## src/rtl/imem_arbiter.sv

```systemverilog
// imem_arbiter: four-way round-robin arbiter in front of a single-read-port
// instruction register file, with a host program-load write port that always
// wins over fetches.
// Optional build macro IMEM_ARB_STALL_CNT_EN adds a 16-bit saturating
// stall_cnt output counting cycles in which some request went unserved.
module imem_arbiter #(
  parameter int ADDR_W = 5,
  parameter int DATA_W = 16
) (
  input  logic                  clk,
  input  logic                  rst,
  input  logic [3:0]            req,
  input  logic [4*ADDR_W-1:0]   req_addr,
  output logic [3:0]            gnt,
  output logic [3:0]            rvalid,
  output logic [DATA_W-1:0]     rdata,
  input  logic                  host_we,
  input  logic [ADDR_W-1:0]     host_addr,
  input  logic [DATA_W-1:0]     host_wdata,
  output logic [ADDR_W-1:0]     mem_read_addr,
  output logic [ADDR_W-1:0]     mem_write_addr,
  output logic [DATA_W-1:0]     mem_data_in,
  output logic                  mem_write_en,
  input  logic [DATA_W-1:0]     mem_rdata
`ifdef IMEM_ARB_STALL_CNT_EN
  ,
  output logic [15:0]           stall_cnt
`endif
);

  logic [1:0]        rr_ptr;
  logic [1:0]        win_idx;
  logic              win_found;
  logic [3:0]        gnt_p0;
  logic              gnt_any_p0;
  logic [ADDR_W-1:0] rd_addr_p1;
  logic [3:0]        vld_p1;

  // Search requesters starting at rr_ptr, wrapping modulo 4; first hit wins.
  always_comb begin
    win_found = 1'b0;
    win_idx   = rr_ptr;
    for (int k = 0; k < 4; k++) begin
      if (!win_found && req[rr_ptr + 2'(k)]) begin
        win_found = 1'b1;
        win_idx   = rr_ptr + 2'(k);
      end
    end
  end

  // Issue the grant unless the host is loading or reset is held.
  always_comb begin
    gnt_p0 = '0;
    if (win_found && !host_we && rst) begin
      gnt_p0[win_idx] = 1'b1;
    end
  end

  assign gnt_any_p0 = |gnt_p0;
  assign gnt        = gnt_p0;

  // Read address follows the winner; between grants it parks on the last one.
  assign mem_read_addr = gnt_any_p0 ? req_addr[win_idx*ADDR_W +: ADDR_W] : rd_addr_p1;

  // Host writes bypass arbitration entirely, even during reset.
  assign mem_write_addr = host_addr;
  assign mem_data_in    = host_wdata;
  assign mem_write_en   = host_we;

  // ---- stage p0 -> p1: grant registered alongside the issued read ----

  // Advance the round-robin pointer past the winner on every grant.
  always_ff @(posedge clk or negedge rst) begin
    if (!rst) begin
      rr_ptr <= 2'd0;
    end else if (gnt_any_p0) begin
      rr_ptr <= win_idx + 2'd1;
    end
  end

  // Remember the last granted address so the read port holds between grants.
  always_ff @(posedge clk or negedge rst) begin
    if (!rst) begin
      rd_addr_p1 <= '0;
    end else if (gnt_any_p0) begin
      rd_addr_p1 <= req_addr[win_idx*ADDR_W +: ADDR_W];
    end
  end

  // Delay the grant by one cycle to line up with the regfile read data.
  always_ff @(posedge clk or negedge rst) begin
    if (!rst) begin
      vld_p1 <= '0;
    end else begin
      vld_p1 <= gnt_p0;
    end
  end

  assign rvalid = vld_p1;
  assign rdata  = mem_rdata;

`ifdef IMEM_ARB_STALL_CNT_EN
  logic [15:0] stall_q;

  function automatic logic [15:0] sat_inc16(input logic [15:0] v);
    return (v == 16'hFFFF) ? v : v + 16'd1;
  endfunction

  // Count cycles where at least one request was left waiting.
  always_ff @(posedge clk or negedge rst) begin
    if (!rst) begin
      stall_q <= '0;
    end else if ((|req) && (gnt_p0 != req)) begin
      stall_q <= sat_inc16(stall_q);
    end
  end

  assign stall_cnt = stall_q;
`endif

endmodule

```

## config.mk

```make
export PLATFORM = sky130hd
export DESIGN_NAME = imem_arbiter
export DESIGN_NICKNAME = d
export VERILOG_FILES = /design/src/rtl/imem_arbiter.sv
export SDC_FILE = /design/constraint.sdc
export NUM_CORES = 1
export LEC_CHECK = 0
export ABC_AREA = 1
export CORE_MARGIN = 2
export CORE_UTILIZATION = 34
export CTS_BUF_LIST = sky130_fd_sc_hd__clkbuf_8
export DETAILED_ROUTE_END_ITERATION = 12
export PLACE_DENSITY = 0.82
export SETUP_SLACK_MARGIN = 0.4
export SLEW_MARGIN = 20
export SYNTH_ARGS = -nofsm -noshare
export SYNTH_HDL_FRONTEND = slang
export SYNTH_SLANG_ARGS = --single-unit
```

## constraint.sdc

```tcl
create_clock -name clk -period 3.66 [get_ports clk]
set_input_delay 0.915 -clock clk [delete_from_list [all_inputs] [get_ports clk]]
set_output_delay 0.915 -clock clk [all_outputs]
set_load 0.05 [all_outputs]
```

==> results of run 1 <==
[cell usage in the layout, fill, tap and decap left out, drive strengths merged]
| master | count |
|---|---|
| a21oi | 2 |
| buf | 45 |
| clkbuf | 3 |
| clkdlybuf4s50 | 27 |
| clkinv | 1 |
| dfrtp | 11 |
| ha | 4 |
| inv | 16 |
| nand2 | 106 |
| nand3 | 23 |
| nand4 | 2 |
| nor2 | 6 |
| o21ai | 1 |
[stage by stage]
stage | hold slack [ps] | power [uW] | area (um^2) | utilization (%) | setup WS (ps)
2_1_floorplan | 558 | 1790 | 1590 | - | 253
3_3_place_gp | 505 | 2340 | 1940 | 47.7 | -357
3_5_place_dp | 503 | 2370 | 1940 | 47.7 | -392
4_1_cts | 527 | 2780 | 2170 | 53.5 | 68.6
5_1_grt | 528 | 3240 | 2320 | 57.2 | -47.9
6_report | 516 | 3040 | 2320 | 57.2 | 60.3
[power groups by stage]
stage | logic [uW] | clock network, uW | registers [uW]
6_report | 2710 | 115 | 219
5_1_grt | 2890 | 125 | 228
4_1_cts | 2450 | 118 | 212
3_5_place_dp | 2150 | 0 | 212
3_3_place_gp | 2130 | 0 | 213
2_1_floorplan | 1550 | 0 | 238
[timing repair]
item,in CTS,in global routing
setup endpoints to repair,9,9
resized for setup,48,31
gates cloned,0,0
pin swaps,35,32
setup buffers,9,5
[cell families (layout without fill, tap and decap cells)]
logic type | after synthesis | in the layout
AOI/OAI and AO/OA | 3 | 3
adders and majority gates | 4 | 4
buffers and inverters | 59 | 92
DFF | 11 | 11
and+or+nand+nor | 137 | 137
[sequential cells by signal (all words and copies together) (netlist names)]
signal,flops
rd_addr_p1,5
rr_ptr,2
rvalid,4
[layer usage]
metal / GRT usage [%] / part of all wire (%) / vias to the layer above
met2: 24.3 / 53 / 47
li1: - / - / 686
met5: 0 / 0 / -
met4: 6.75 / 1.5 / 0
met3: 2.18 / 6.7 / 14
met1: 17.5 / 39 / 583
[worst max path at each step]
stage | from | end | slack, ps
floorplan | req[1] | mem_read_addr[0] | 250
global placement | req[1] | mem_read_addr[0] | -360
detailed placement | req[1] | mem_read_addr[0] | -390
CTS | req[3] | mem_read_addr[1] | 70
global route | req[1] | mem_read_addr[0] | -50
finish | req[0] | mem_read_addr[1] | 60
[tightest hold or removal path: cells and delay by family (launching register included)]
family           cells  cell delay [ps]
AND/OR/NAND/NOR      2              140
flip-flops           1              340
[final cells by class]
type	count	area (um^2)	area share [%]
flip-flops and latches	11	277	11.9
well taps	50	62.6	2.69
clock buffers	3	41.3	1.78
repair buffers	72	754	32.5
clock inverters	1	3.75	0.162
multi-input cells	144	1100	47.5
inverters	16	80.1	3.45
==> impl_metrics.xml, run 1 <==
<?xml version="1.0" encoding="UTF-8"?>
<metrics>
  <group name="die">
    <metric name="pin_count" unit="">115</metric>
    <metric name="core_region_area" unit="um^2">4060</metric>
    <metric name="initial_utilization" unit="%">35.9</metric>
    <metric name="die_area" unit="um^2">4830</metric>
    <metric name="die_w" unit="um">69.5</metric>
    <metric name="num_rows" unit="">23</metric>
    <metric name="die_h" unit="um">69.5</metric>
  </group>
  <group name="yosys">
    <metric name="yosysTopAreaCellShare" unit="%">20.1</metric>
    <metric name="synth_compound_gate_area_share" unit="%">1.55</metric>
    <metric name="yosys.area_share.xor_xnor" unit="%">0</metric>
    <metric name="ys_top_cells_by_area" unit="">buf_4, nand2_1, dfrtp_1</metric>
    <metric name="ys_types" unit="">20</metric>
    <metric name="synth_top_cells_by_count" unit="">nand2_1, buf_4, nand2_2</metric>
    <metric name="synthesis.yosys.warnings" unit="">0</metric>
    <metric name="synth_flop_cell" unit="">dfrtp_1</metric>
    <metric name="syn_area_per_cell" unit="um^2">6.81</metric>
    <metric name="post-synth-top-count-cell" unit="">nand2_1</metric>
    <metric name="combinational_family_with_the_most_area_after_synthesis" unit="">simple AND/OR/NAND/NOR gates</metric>
    <metric name="synth_seq_area_share" unit="%">18.9</metric>
    <metric name="synthDominantAreaCellType" unit="">buf_4</metric>
    <metric name="synthesis.instances" unit="">214</metric>
    <metric name="syn-cell-area" unit="um^2">1460</metric>
    <metric name="synthesis.nets" unit="">282</metric>
    <metric name="yosys_register_bits" unit="">11</metric>
    <metric name="synth-edff-count" unit="">0</metric>
    <metric name="post_synth_and_or_nand_nor_area_fraction" unit="%">48.3</metric>
    <metric name="share_of_flip_flops_with_an_asynchronous_set_or_reset_after_synthesis" unit="%">100</metric>
    <metric name="muxShareOfSynthArea" unit="%">0</metric>
    <metric name="yosys.area_share.adder" unit="%">3.43</metric>
  </group>
  <group name="power">
    <metric name="power_per_cell_area" unit="nW/um^2">1310</metric>
    <metric name="vdd.ir_drop.worst" unit="mV">0.402</metric>
    <metric name="leakagePower" unit="uW">0.00114</metric>
    <metric name="share_seq_of_total_power" unit="%">7.2</metric>
    <metric name="power.clock.fraction" unit="%">3.8</metric>
    <metric name="p_switching" unit="uW">1620</metric>
    <metric name="combPwrFrac" unit="%">89.0</metric>
    <metric name="intPower" unit="uW">1420</metric>
    <metric name="swShare" unit="%">53.2</metric>
  </group>
  <group name="sta">
    <metric name="maxSlewViolCount" unit="">0</metric>
    <metric name="setup_repair_after_global_routing_missed_its_margin" unit="">yes</metric>
    <metric name="maxClockFrequency" unit="GHz">0.278</metric>
    <metric name="min_period" unit="ps">3600</metric>
    <metric name="finalCritPeriodShare" unit="%">98.4</metric>
    <metric name="setup-tns-final" unit="ps">0</metric>
    <metric name="clock_skew" unit="ps">0.985</metric>
    <metric name="timing.max_slew.rel_slack" unit="%">67.3</metric>
    <metric name="worst_slew_pin_slew" unit="ps">489</metric>
    <metric name="finalSetupViolations" unit="">0</metric>
    <metric name="final-hold-violation-count" unit="">0</metric>
  </group>
  <group name="worst_setup_path">
    <metric name="setup.reg_to_reg.worst_slack" unit="ps">1090</metric>
    <metric name="critical_path.cell_chain" unit="">buf_6 -&gt; nand2_4 -&gt; nand3_2 -&gt; nand2_4 -&gt; nand3_4 -&gt; nand2_4 -&gt; nand2_4 -&gt; nand2_8 -&gt; inv_8 -&gt; ha_4 -&gt; inv_4 -&gt; a21oi_4 -&gt; nor2_4 -&gt; clkinv_4 -&gt; nand2_4 -&gt; nand2_8 -&gt; buf_12</metric>
    <metric name="critical_path_peak_fanout" unit="">6</metric>
    <metric name="path_depth" unit="">17</metric>
    <metric name="worst_ep_arrival" unit="ps">2680</metric>
    <metric name="r2r_cells" unit="">18</metric>
    <metric name="crit_end_category" unit="">output port</metric>
    <metric name="worstSetupPathType" unit="">primary input to output port</metric>
    <metric name="crit_slowest_cell" unit="">nor2_4</metric>
    <metric name="critical_path.startpoint_type" unit="">primary input</metric>
    <metric name="required_arrival_time_at_the_worst_endpoint" unit="ps">2740</metric>
    <metric name="worstReg2RegStart" unit="">rr_ptr[0]$_DFFE_PN0P_</metric>
    <metric name="r2r_end" unit="">rr_ptr[0]$_DFFE_PN0P_</metric>
    <metric name="worst_path_most_repeated_cell" unit="">nand2_4</metric>
    <metric name="timing.critical_path.slowest_cell_delay" unit="ps">200</metric>
    <metric name="critPathBufInv" unit="">5</metric>
    <metric name="timing.critical_path.max_delay_family" unit="">simple AND/OR/NAND/NOR gates</metric>
  </group>
  <group name="grt">
    <metric name="grt_start_max_net_pins" unit="">12</metric>
    <metric name="wire_length_of_the_first_global_routing_pass" unit="um">5780</metric>
    <metric name="grt_pass1_vias" unit="">1318</metric>
    <metric name="grt_overflow_total" unit="">0</metric>
    <metric name="initial_antenna_violation_count" unit="">0</metric>
    <metric name="grt_util_all_layers" unit="%">14.3</metric>
  </group>
  <group name="hold_path">
    <metric name="min_path_type" unit="">flop to flop</metric>
    <metric name="worst_hold_startpoint" unit="">rd_addr_p1[3]$_DFF_PN0_</metric>
    <metric name="hold-path-endpoint" unit="">rd_addr_p1[3]$_DFF_PN0_</metric>
    <metric name="timing.hold.worst_path_depth" unit="">2</metric>
  </group>
  <group name="detailed_routing">
    <metric name="vias_per_cell" unit="">4.48</metric>
    <metric name="wl" unit="um">3620</metric>
    <metric name="wl_per_cell" unit="um">12.2</metric>
    <metric name="drt_pass1_iterations" unit="">4</metric>
    <metric name="drc" unit="">0</metric>
    <metric name="drt_first_iter_violations" unit="">52</metric>
    <metric name="ant_nets" unit="">0</metric>
    <metric name="vias" unit="">1330</metric>
  </group>
  <group name="cells_and_area">
    <metric name="layout-drive-gt1-share" unit="%">55.9</metric>
    <metric name="design.final.nets" unit="">316</metric>
    <metric name="num-fill-cells" unit="">340</metric>
    <metric name="final-instance-count-excl-fill" unit="">297</metric>
    <metric name="syn2layout_area_growth" unit="%">59.3</metric>
    <metric name="antenna_cells" unit="">0</metric>
  </group>
  <group name="clock_network">
    <metric name="worst_skew_pair_later_pin_latency" unit="ps">230</metric>
    <metric name="tritoncts" unit="">done</metric>
    <metric name="tritoncts.num_buffers" unit="">3</metric>
    <metric name="postCtsHoldBufs" unit="">0</metric>
    <metric name="cts-htree-levels" unit="">1</metric>
    <metric name="clock_tree.buffer_depth" unit="">2</metric>
    <metric name="clk_pin_slew" unit="ps">50</metric>
    <metric name="cts_root_buffer" unit="">clkbuf_8</metric>
    <metric name="cts_sinks" unit="">11</metric>
  </group>
  <group name="place">
    <metric name="gpl.final_weighted_congestion" unit="">0.777</metric>
    <metric name="place.detailed.instances" unit="">279</metric>
    <metric name="port-buffer-count" unit="">40</metric>
    <metric name="detailedPlacementHpwl" unit="um">2520</metric>
  </group>
  <group name="job">
    <metric name="drv_cap" unit="">0</metric>
  </group>
  <group name="outcome">
    <metric name="outcome" unit="">completed</metric>
  </group>
</metrics>
Note: power is estimated with default switching activity, not from simulation.
==> inputs of run 2 (changes only) <==
- CELL_PAD_IN_SITES_DETAIL_PLACEMENT: unset -> 0
- CELL_PAD_IN_SITES_GLOBAL_PLACEMENT: unset -> 2
- CORE_UTILIZATION: 34 -> 16
- PLACE_DENSITY: 0.82 -> unset
- PLACE_DENSITY_LB_ADDON: unset -> 0.1
==> run 2 against run 1 <==
  * Wire length is 17% higher
  * Worst setup slack worse by 4.2 ps
  * Clock power is 4% higher
  * Die area is 100% higher
  * Cell count is 22% higher
  * First-iteration DRC count is 58% lower
  * Critical path depth stayed put
==> impl_metrics.xml, run 2 (synthesis results as in run 1) <==
<?xml version="1.0" encoding="UTF-8"?>
<metrics>
  <group name="outcome">
    <metric name="outcome" unit="">completed</metric>
  </group>
  <group name="detailed_routing">
    <metric name="drt_pass1_iterations" unit="">3</metric>
    <metric name="vias" unit="">1336</metric>
    <metric name="drc" unit="">0</metric>
    <metric name="drt_first_iter_violations" unit="">22</metric>
    <metric name="wl" unit="um">4230</metric>
    <metric name="vias_per_cell" unit="">3.68</metric>
    <metric name="wl_per_cell" unit="um">11.6</metric>
    <metric name="ant_nets" unit="">0</metric>
  </group>
  <group name="hold_path">
    <metric name="hold-path-endpoint" unit="">rd_addr_p1[2]$_DFF_PN0_</metric>
    <metric name="worst_hold_startpoint" unit="">rd_addr_p1[2]$_DFF_PN0_</metric>
    <metric name="timing.hold.worst_path_depth" unit="">2</metric>
    <metric name="min_path_type" unit="">flop to flop</metric>
  </group>
  <group name="clock_network">
    <metric name="worst_skew_pair_later_pin_latency" unit="ps">240</metric>
    <metric name="cts-htree-levels" unit="">1</metric>
    <metric name="clock_tree.buffer_depth" unit="">2</metric>
    <metric name="clk_pin_slew" unit="ps">50</metric>
    <metric name="tritoncts.num_buffers" unit="">3</metric>
    <metric name="cts_sinks" unit="">11</metric>
    <metric name="cts_root_buffer" unit="">clkbuf_8</metric>
    <metric name="tritoncts" unit="">done</metric>
    <metric name="postCtsHoldBufs" unit="">0</metric>
  </group>
  <group name="die">
    <metric name="die_area" unit="um^2">9890</metric>
    <metric name="num_rows" unit="">34</metric>
    <metric name="initial_utilization" unit="%">16.6</metric>
    <metric name="die_h" unit="um">99.4</metric>
    <metric name="core_region_area" unit="um^2">8760</metric>
    <metric name="pin_count" unit="">115</metric>
    <metric name="die_w" unit="um">99.4</metric>
  </group>
  <group name="cells_and_area">
    <metric name="flip_flop_count_of_the_largest_register_all_copies_and_words_added" unit="">5</metric>
    <metric name="antenna_cells" unit="">0</metric>
    <metric name="design.final.nets" unit="">324</metric>
    <metric name="multiInputGateArea" unit="um^2">1110</metric>
    <metric name="registers.top_by_ff_count" unit="">rd_addr_p1</metric>
    <metric name="syn2layout_area_growth" unit="%">69.4</metric>
    <metric name="num-fill-cells" unit="">959</metric>
    <metric name="layout_commonest_cell" unit="">nand2_1</metric>
    <metric name="final-seq-area" unit="um^2">278</metric>
    <metric name="postLayoutCellArea" unit="um^2">2470</metric>
    <metric name="most-common-layout-cells" unit="">nand2_1, buf_4, clkdlybuf4s50_1</metric>
    <metric name="postLayoutCoreUtil" unit="%">28.2</metric>
    <metric name="layout-drive-gt1-share" unit="%">58.0</metric>
  </group>
  <group name="worst_setup_path">
    <metric name="r2r_end" unit="">rr_ptr[1]$_DFFE_PN0P_</metric>
    <metric name="worstSetupPathType" unit="">primary input to output port</metric>
    <metric name="crit_slowest_cell" unit="">nor2_4</metric>
    <metric name="setup.reg_to_reg.worst_slack" unit="ps">1120</metric>
    <metric name="worst_ep_arrival" unit="ps">2690</metric>
    <metric name="timing.critical_path.max_delay_family" unit="">simple AND/OR/NAND/NOR gates</metric>
    <metric name="timing.critical_path.slowest_cell_delay" unit="ps">190</metric>
    <metric name="critical_path_peak_fanout" unit="">6</metric>
    <metric name="critical_path.cell_chain" unit="">buf_6 -&gt; nand2_4 -&gt; nand2_1 -&gt; nand2_1 -&gt; nand2_2 -&gt; nor2_4 -&gt; nand4_4 -&gt; nand2_8 -&gt; inv_8 -&gt; ha_4 -&gt; inv_4 -&gt; a21oi_4 -&gt; nor2_4 -&gt; clkinv_4 -&gt; nand2_4 -&gt; nand2_8 -&gt; buf_12</metric>
    <metric name="worstReg2RegStart" unit="">rr_ptr[0]$_DFFE_PN0P_</metric>
    <metric name="r2r_cells" unit="">18</metric>
    <metric name="crit_end_category" unit="">output port</metric>
    <metric name="required_arrival_time_at_the_worst_endpoint" unit="ps">2740</metric>
    <metric name="critPathBufInv" unit="">5</metric>
    <metric name="critical_path.startpoint_type" unit="">primary input</metric>
  </group>
  <group name="power">
    <metric name="leakagePower" unit="uW">0.00120</metric>
    <metric name="totalPowerFinal" unit="uW">3140</metric>
    <metric name="vdd.ir_drop.worst" unit="mV">0.457</metric>
    <metric name="power_per_cell_area" unit="nW/um^2">1270</metric>
  </group>
  <group name="sta">
    <metric name="finalCritPeriodShare" unit="%">98.5</metric>
    <metric name="holdWs" unit="ps">526</metric>
    <metric name="clock_skew" unit="ps">0.515</metric>
    <metric name="finalSetupViolations" unit="">0</metric>
    <metric name="setup_repair_after_global_routing_missed_its_margin" unit="">yes</metric>
    <metric name="final-hold-violation-count" unit="">0</metric>
    <metric name="timing.max_slew.rel_slack" unit="%">66.7</metric>
    <metric name="setup-tns-final" unit="ps">0</metric>
    <metric name="worst_slew_pin_slew" unit="ps">498</metric>
    <metric name="maxSlewViolCount" unit="">0</metric>
    <metric name="maxClockFrequency" unit="GHz">0.277</metric>
    <metric name="min_period" unit="ps">3600</metric>
  </group>
  <group name="grt">
    <metric name="grt_overflow_total" unit="">0</metric>
    <metric name="grt_util_all_layers" unit="%">8.41</metric>
    <metric name="grt_start_max_net_pins" unit="">12</metric>
    <metric name="initial_antenna_violation_count" unit="">0</metric>
    <metric name="wire_length_of_the_first_global_routing_pass" unit="um">6680</metric>
    <metric name="grt_pass1_vias" unit="">1335</metric>
  </group>
  <group name="job">
    <metric name="drv_cap" unit="">0</metric>
  </group>
  <group name="place">
    <metric name="port-buffer-count" unit="">40</metric>
    <metric name="gpl.final_weighted_congestion" unit="">0.692</metric>
    <metric name="detailedPlacementHpwl" unit="um">3230</metric>
    <metric name="dpl_cell_area" unit="um^2">2020</metric>
  </group>
</metrics>
## run 2: cell count changes in the layout (fill, tap and decap cells not counted), moves of 2 or more
cell and delta:
nand3_1 -3, inv_2 -4, nand2_2 -2, inv_4 +3, buf_4 +8, nand3_2 +4
## run 2: cell type report
type | count | area share (%)
clock buffers | 3 | 1.67
clock inverters | 1 | 0.152
inverters | 16 | 3.55
multi-input cells | 144 | 45.1
flip-flops and latches | 11 | 11.2
well taps | 108 | 5.47
repair buffers | 80 | 32.8
## run 2: worst reg2reg max path, delay by kind of cell (launching register included)
kind,cells,cell delay [ps]
adders and majority gates,1,150
AOI/OAI and AO/OA,1,60
and+or+nand+nor,10,1020
DFF,1,460
buffers and inverters,6,750
## run 2: worst max-delay path by stage
stage | cells after the start | startpoint | endpoint | slack [ps]
floorplan | 16 | req[1] | mem_read_addr[0] | 250
global placement | 18 | req[1] | mem_read_addr[0] | -450
detailed placement | 18 | req[1] | mem_read_addr[0] | -490
CTS | 17 | req[3] | mem_read_addr[0] | 40
global route | 16 | req[1] | mem_read_addr[0] | -70
finish | 17 | req[1] | mem_read_addr[1] | 60
## run 2: timing repair
| item | 4_1_cts | 5_1_grt |
|---|---|---|
| setup buffers | 11 | 9 |
| pin swaps | 32 | 38 |
| resized for setup | 55 | 29 |
| setup endpoints to repair | 9 | 9 |
| cloned | 0 | 0 |
## run 2: report_power, final
group | leakage [uW] | total (uW) | switching, uW | internal, uW
logic | 0.00103 | 2810 | 1570 | 1240
registers | 0.000140 | 214 | 37.0 | 177
clock network | 0.0000269 | 120 | 46.3 | 73.7
## run 2: layer usage
layer	vias up	routed length (um)	share of wire [%]	GRT usage [%]
met5	-	0	0	0
met4	0	66	1.6	3.58
met3	9	198	4.7	1.48
met2	32	2110	50	13.5
met1	595	1860	44	11.1
li1	700	-	-	-
## run 2: stage by stage
stage | instances | setup WS [ps]
floorplan | 214 | 253
global placement | 339 | -454
detailed placement | 339 | -491
CTS | 354 | 35.2
global route | 363 | -69.9
finish | 363 | 56.1
